[src/rtl/if_mem_ctrl_pkg.sv]
// Shared bus widths, enables and fetch-FSM encodings for the instruction-fetch
// memory controller.
package if_mem_ctrl_pkg;

  localparam int INST_ADDR_BUS = 32;
  localparam int INST_BUS      = 32;
  localparam int MEM_BYTE_BUS  = 8;

  localparam logic ENABLE  = 1'b1;
  localparam logic DISABLE = 1'b0;

  typedef enum logic [1:0] {
    IDLE  = 2'd0,
    ISSUE = 2'd1,
    DRAIN = 2'd2
  } if_mem_state_e;

  function automatic logic [1:0] byte_idx_next(input logic [1:0] k);
    return k + 2'd1;
  endfunction

endpackage

[src/rtl/if_mem_ctrl_byte_asm.sv]
// Four-byte little-endian scratch register: bytes arrive one at a time and
// are dropped into their lane; clear wipes a partially built word.
module inst_byte_asm
  import if_mem_ctrl_pkg::*;
(
  input  logic                      clk,
  input  logic                      rst,
  input  logic                      clr,
  input  logic                      load,
  input  logic [1:0]                sel,
  input  logic [MEM_BYTE_BUS-1:0]   din,
  output logic [4*MEM_BYTE_BUS-1:0] word
);

  always_ff @(posedge clk or negedge rst) begin
    if (!rst) begin
      word <= '0;
    end else if (clr) begin
      word <= '0;
    end else if (load) begin
      word[sel*MEM_BYTE_BUS +: MEM_BYTE_BUS] <= din;
    end
  end

endmodule

[src/rtl/if_mem_ctrl.sv]
// Instruction-fetch memory responder: turns one pc request into four byte
// reads on the synchronous memory port and returns the assembled word.
module if_mem_ctrl
  import if_mem_ctrl_pkg::*;
#(
  parameter int MEM_ADDR_BITS = 17,
  parameter int ADDR_W        = INST_ADDR_BUS,
  parameter int INST_W        = INST_BUS
) (
  input  logic                    clk,
  input  logic                    rst,
  input  logic                    ce,
  input  logic [ADDR_W-1:0]       pc,
  input  logic                    flush,
  output logic                    req_ready,
  output logic [ADDR_W-1:0]       mem_a,
  output logic                    mem_rd,
  input  logic [MEM_BYTE_BUS-1:0] mem_din,
  output logic [INST_W-1:0]       inst,
  output logic [ADDR_W-1:0]       inst_pc,
  output logic                    inst_valid
);

  if_mem_state_e            state;
  logic [1:0]               issue_cnt;
  logic [1:0]               cap_cnt;
  logic                     rd_d1;
  logic [MEM_ADDR_BITS-1:0] base;
  logic [MEM_ADDR_BITS-1:0] pc_base;
  logic [MEM_ADDR_BITS-1:0] next_addr;
  logic [1:0]               issue_nxt;
  logic [4*MEM_BYTE_BUS-1:0] asm_word;
  logic                     unused_bits;

  assign req_ready = (state == IDLE) && rst && !flush;
  assign pc_base   = {pc[MEM_ADDR_BITS-1:2], 2'b00};
  assign issue_nxt = byte_idx_next(issue_cnt);
  // Byte addresses wrap inside the physical memory; upper mem_a bits stay 0.
  assign next_addr = base + MEM_ADDR_BITS'(issue_nxt);
  assign unused_bits = ^{pc[ADDR_W-1:MEM_ADDR_BITS], pc[1:0], asm_word[31:24]};

  // Read data lags the strobe by one cycle, so rd_d1 marks the edge where
  // mem_din carries the byte for lane cap_cnt.
  inst_byte_asm u_asm (
    .clk  (clk),
    .rst  (rst),
    .clr  (flush),
    .load (rd_d1 && !flush),
    .sel  (cap_cnt),
    .din  (mem_din),
    .word (asm_word)
  );

  always_ff @(posedge clk or negedge rst) begin
    if (!rst) begin
      state      <= IDLE;
      issue_cnt  <= '0;
      cap_cnt    <= '0;
      rd_d1      <= DISABLE;
      base       <= '0;
      mem_a      <= '0;
      mem_rd     <= DISABLE;
      inst       <= '0;
      inst_pc    <= '0;
      inst_valid <= DISABLE;
    end else begin
      inst_valid <= DISABLE;
      if (flush) begin
        state     <= IDLE;
        mem_rd    <= DISABLE;
        issue_cnt <= '0;
        cap_cnt   <= '0;
        rd_d1     <= DISABLE;
      end else begin
        rd_d1 <= mem_rd;
        // The last byte is taken straight from mem_din at completion.
        if (rd_d1) begin
          cap_cnt <= byte_idx_next(cap_cnt);
          if (cap_cnt == 2'd3) begin
            inst       <= INST_W'({mem_din, asm_word[23:0]});
            inst_pc    <= ADDR_W'(base);
            inst_valid <= ENABLE;
          end
        end
        case (state)
          IDLE: begin
            if (ce) begin
              base      <= pc_base;
              mem_a     <= ADDR_W'(pc_base);
              mem_rd    <= ENABLE;
              issue_cnt <= '0;
              state     <= ISSUE;
            end
          end
          ISSUE: begin
            if (issue_cnt == 2'd3) begin
              mem_rd <= DISABLE;
              state  <= DRAIN;
            end else begin
              issue_cnt <= issue_nxt;
              mem_a     <= ADDR_W'(next_addr);
            end
          end
          DRAIN:   state <= IDLE;
          default: state <= IDLE;
        endcase
      end
    end
  end

endmodule

[config.mk]
export PLATFORM = sky130hd
export DESIGN_NAME = if_mem_ctrl
export DESIGN_NICKNAME = d
export VERILOG_FILES = /design/src/rtl/if_mem_ctrl_pkg.sv /design/src/rtl/if_mem_ctrl_byte_asm.sv /design/src/rtl/if_mem_ctrl.sv
export SDC_FILE = /design/constraint.sdc
export NUM_CORES = 1
export LEC_CHECK = 0
export CAP_MARGIN = 20
export CORE_MARGIN = 2
export CORE_UTILIZATION = 35
export DETAILED_ROUTE_END_ITERATION = 7
export SETUP_SLACK_MARGIN = 0.4
export SYNTH_ARGS = -nofsm -noshare
export SYNTH_HDL_FRONTEND = slang
export SYNTH_SLANG_ARGS = --single-unit
[constraint.sdc]
create_clock -name clk -period 2.2 [get_ports clk]
set_input_delay 0.44 -clock clk [delete_from_list [all_inputs] [get_ports clk]]
set_output_delay 0.44 -clock clk [all_outputs]
set_load 0.01 [all_outputs]
==> flow_metrics.py <==
metrics = {
    "power_and_ir_drop": {
        "p_leak_nw": 2.90,
        "irDropWorstVdd_mv": 0.540,
        "powerDensity_nw_per_um2": 729,
    },
    "flow_run": {
        "maxCapViolCount": 0,
    },
    "finish": {
        "fillCellCount": 1227,
        "multiInputGateArea_sq_um": 1810,
        "drive_gt1_share_pct": 31.7,
        "layout.nets": 484,
        "seqCellArea_sq_um": 2810,
        "antennaDiodeCount": 0,
        "area_growth_pct": 30.0,
        "final_cells": 615,
    },
    "grt": {
        "grt_max_degree": 113,
        "grt_use_total_pct": 14.2,
        "grt_pass1_vias": 2922,
        "grt.overflow.total": 0,
        "antenna_found_initial": 0,
        "grt_first_pass_wirelength_microns": 15800,
    },
    "floorplanning": {
        "initial_core_util_pct": 36.2,
        "die_area_sq_um": 14700,
        "die_w_microns": 121,
        "core_area_sq_um": 13300,
        "die_h_microns": 121,
        "io_pins": 143,
        "std_cell_rows": 42,
    },
    "setup_path": {
        "timing.rr.end": "mem_a[12]",
        "end_kind": "primary output",
        "cp-startpoint": "state[0]",
        "critPathMaxFanout": 10,
        "critical_path.cell_chain": "nor3_2 > and2_1 > clkdlybuf4s15_2",
        "crit_required_ps": 1760,
        "cp.arrival_ps": 1340,
        "crit_slowest_cell": "dfrtp_2",
        "worst_setup_path_start_kind": "flip-flop",
        "reg2reg_from": "issue_cnt[0]",
        "max_stage_delay_ps": 490,
        "reg2regPathDepth": 6,
        "worstSetupPathType": "reg2out",
        "r2r_slack_ps": 430,
    },
    "sta": {
        "period_share_pct": 80.8,
        "fin_crit_ps": 1780,
        "final_hold_viol_count": 0,
        "max_freq_ghz": 0.563,
        "tightest_slew_ps": 782,
        "slew_headroom_pct": 47.9,
        "rsz0062_at_grt": "true",
        "finalClockSkew_ps": 10.0,
        "timing.final.ws_setup_ps": 423,
        "slew_violations": 0,
        "setup_viol": 0,
    },
    "route": {
        "drc": 0,
        "vias": 2864,
        "drt_pass1_iterations": 3,
        "first_iter_violations": 163,
        "ant_nets": 0,
        "wl_microns": 10000,
        "drt-wirelength-per-cell_microns": 16.3,
        "avgViaCountPerCell": 4.66,
    },
    "yosys": {
        "yosysMostFrequentCell": "dfrtp_1",
        "synth_edf_count": 0,
        "synth.avg_cell_area_sq_um": 14.6,
        "async_flop_share_pct": 100,
        "ys_seq_elements": 112,
        "synth_commonest_cells": "dfrtp_1, mux2_2, buf_4",
        "synthesis.area_sq_um": 4830,
        "ys.flop_type": "dfrtp_1",
        "syn-instance-count": 331,
        "yosysWarnings": 0,
        "yosysTopAreaCell": "dfrtp_1",
        "ys_types": 34,
        "yosys.area.top_type_share_pct": 58.1,
        "yosysSeqAreaShare_pct": 58.1,
        "synthTopCellsByArea": "dfrtp_1, mux2_2, buf_4, a22o_1, mux2_4",
    },
    "cts": {
        "max-clock-path-buffers": 2,
        "cts_hold_buf": 0,
        "cts-root-buf": "clkbuf_16",
        "clk_latency_ps": 360,
        "clkSinkCount": 112,
        "path_clk_slew_ps": 70,
        "cts_tree": "done",
        "htree_levels": 3,
        "numCtsBuffers": 9,
    },
    "status": {
        "status": "finished clean",
    },
    "placement": {
        "dp.cells": 595,
        "dp_hpwl_microns": 6650,
        "pre_cts_ws_ps": -0.230,
        "io_buffer_count": 93,
        "globalplace.congestion": 0.698,
    },
    "hold_path": {
        "min_path_type": "in2async",
    },
}
-- placed cells by master (no fill, tap or decap), types with 7 or more instances in the layout --
master / count
a22o_1: 23
buf_4: 8
clkbuf_16: 11
clkdlybuf4s50_1: 90
conb_1: 32
dfrtp_1: 109
inv_1: 7
mux2_2: 85
mux2_4: 8
-- how the worst max path moves through the flow --
stage | to | slack, ps | cells after the start
4_1_cts | req_ready | 350 | 4
3_3_place_gp | req_ready | -4 | 4
3_5_place_dp | u_asm.word[15] | -0.2 | 5
6_report | req_ready | 420 | 3
2_1_floorplan | mem_a[10] | 400 | 5
5_1_grt | req_ready | 340 | 3
-- flip-flops by register name, indices dropped and copies added, names as in the netlist --
register    cells
inst           32
rd_d1           1
state           2
cap_cnt         2
u_asm.word     24
inst_valid      1
inst_pc        15
mem_a          17
issue_cnt       2
base           15
mem_rd          1
-- routing by layer --
metal  vias to the layer above  GRT usage, %  wire length, microns
li1                       1313             -                     -
met1                      1449          17.8                  4310
met2                        89          21.9                  4680
met3                        13          6.11                   852
met4                         0          5.39                   163
met5                         -             0                     0
-- worst max-delay path, delay by kind of cell, from the launching register on --
kind,cells,cell delay [ps]
flip-flops,1,490
AND/OR/NAND/NOR,2,270
buffers and inverters,1,220
-- where the power goes --
group	switching, mW	total [mW]	internal, mW	leakage (nW)
Clock	0.750	1.52	0.773	0.133
Sequential	0.108	2.33	2.22	1.49
Combinational	0.298	0.727	0.429	1.28
Total	1.16	4.58	3.42	2.90
-- repair_timing --
action | CTS | global route
pin swaps | 2 | 2
gates cloned | 0 | 2
resized for setup | 8 | 3
setup endpoints to repair | 30 | 66
setup buffers | 1 | 1
-- layout make-up --
class                   count  area share (%)
clock buffers              10            3.65
clock inverters             6           0.698
inverters                   7           0.419
multi-input cells         197            28.9
flip-flops and latches    112            44.7
well taps                 176            3.51
repair buffers            107            18.1
-- kinds of logic after synthesis --
kind of cell | Yosys count | synth area share [%]
other | 1 | 0.0777
muxes | 95 | 22.7
AOI/OAI and AO/OA | 35 | 5.94
DFF | 112 | 58.1
adders and majority gates | 6 | 1.56
and+or+nand+nor | 28 | 3.71
xor gates and xnor gates | 1 | 0.182
buffers and inverters | 53 | 7.73
-- metrics by stage --
stage	hold slack [ps]	cell area, sq um	setup TNS, ps	power (mW)	utilization [%]
2_1_floorplan	144	4960	0	2.75	-
3_3_place_gp	464	5900	-3.69	3.06	44.2
3_5_place_dp	467	5900	-0.230	3.08	44.2
4_1_cts	221	6210	0	4.64	46.5
5_1_grt	237	6270	0	4.81	47.0
6_report	178	6270	0	4.58	47.0
No activity file was read; power rests on OpenSTA's default activity.
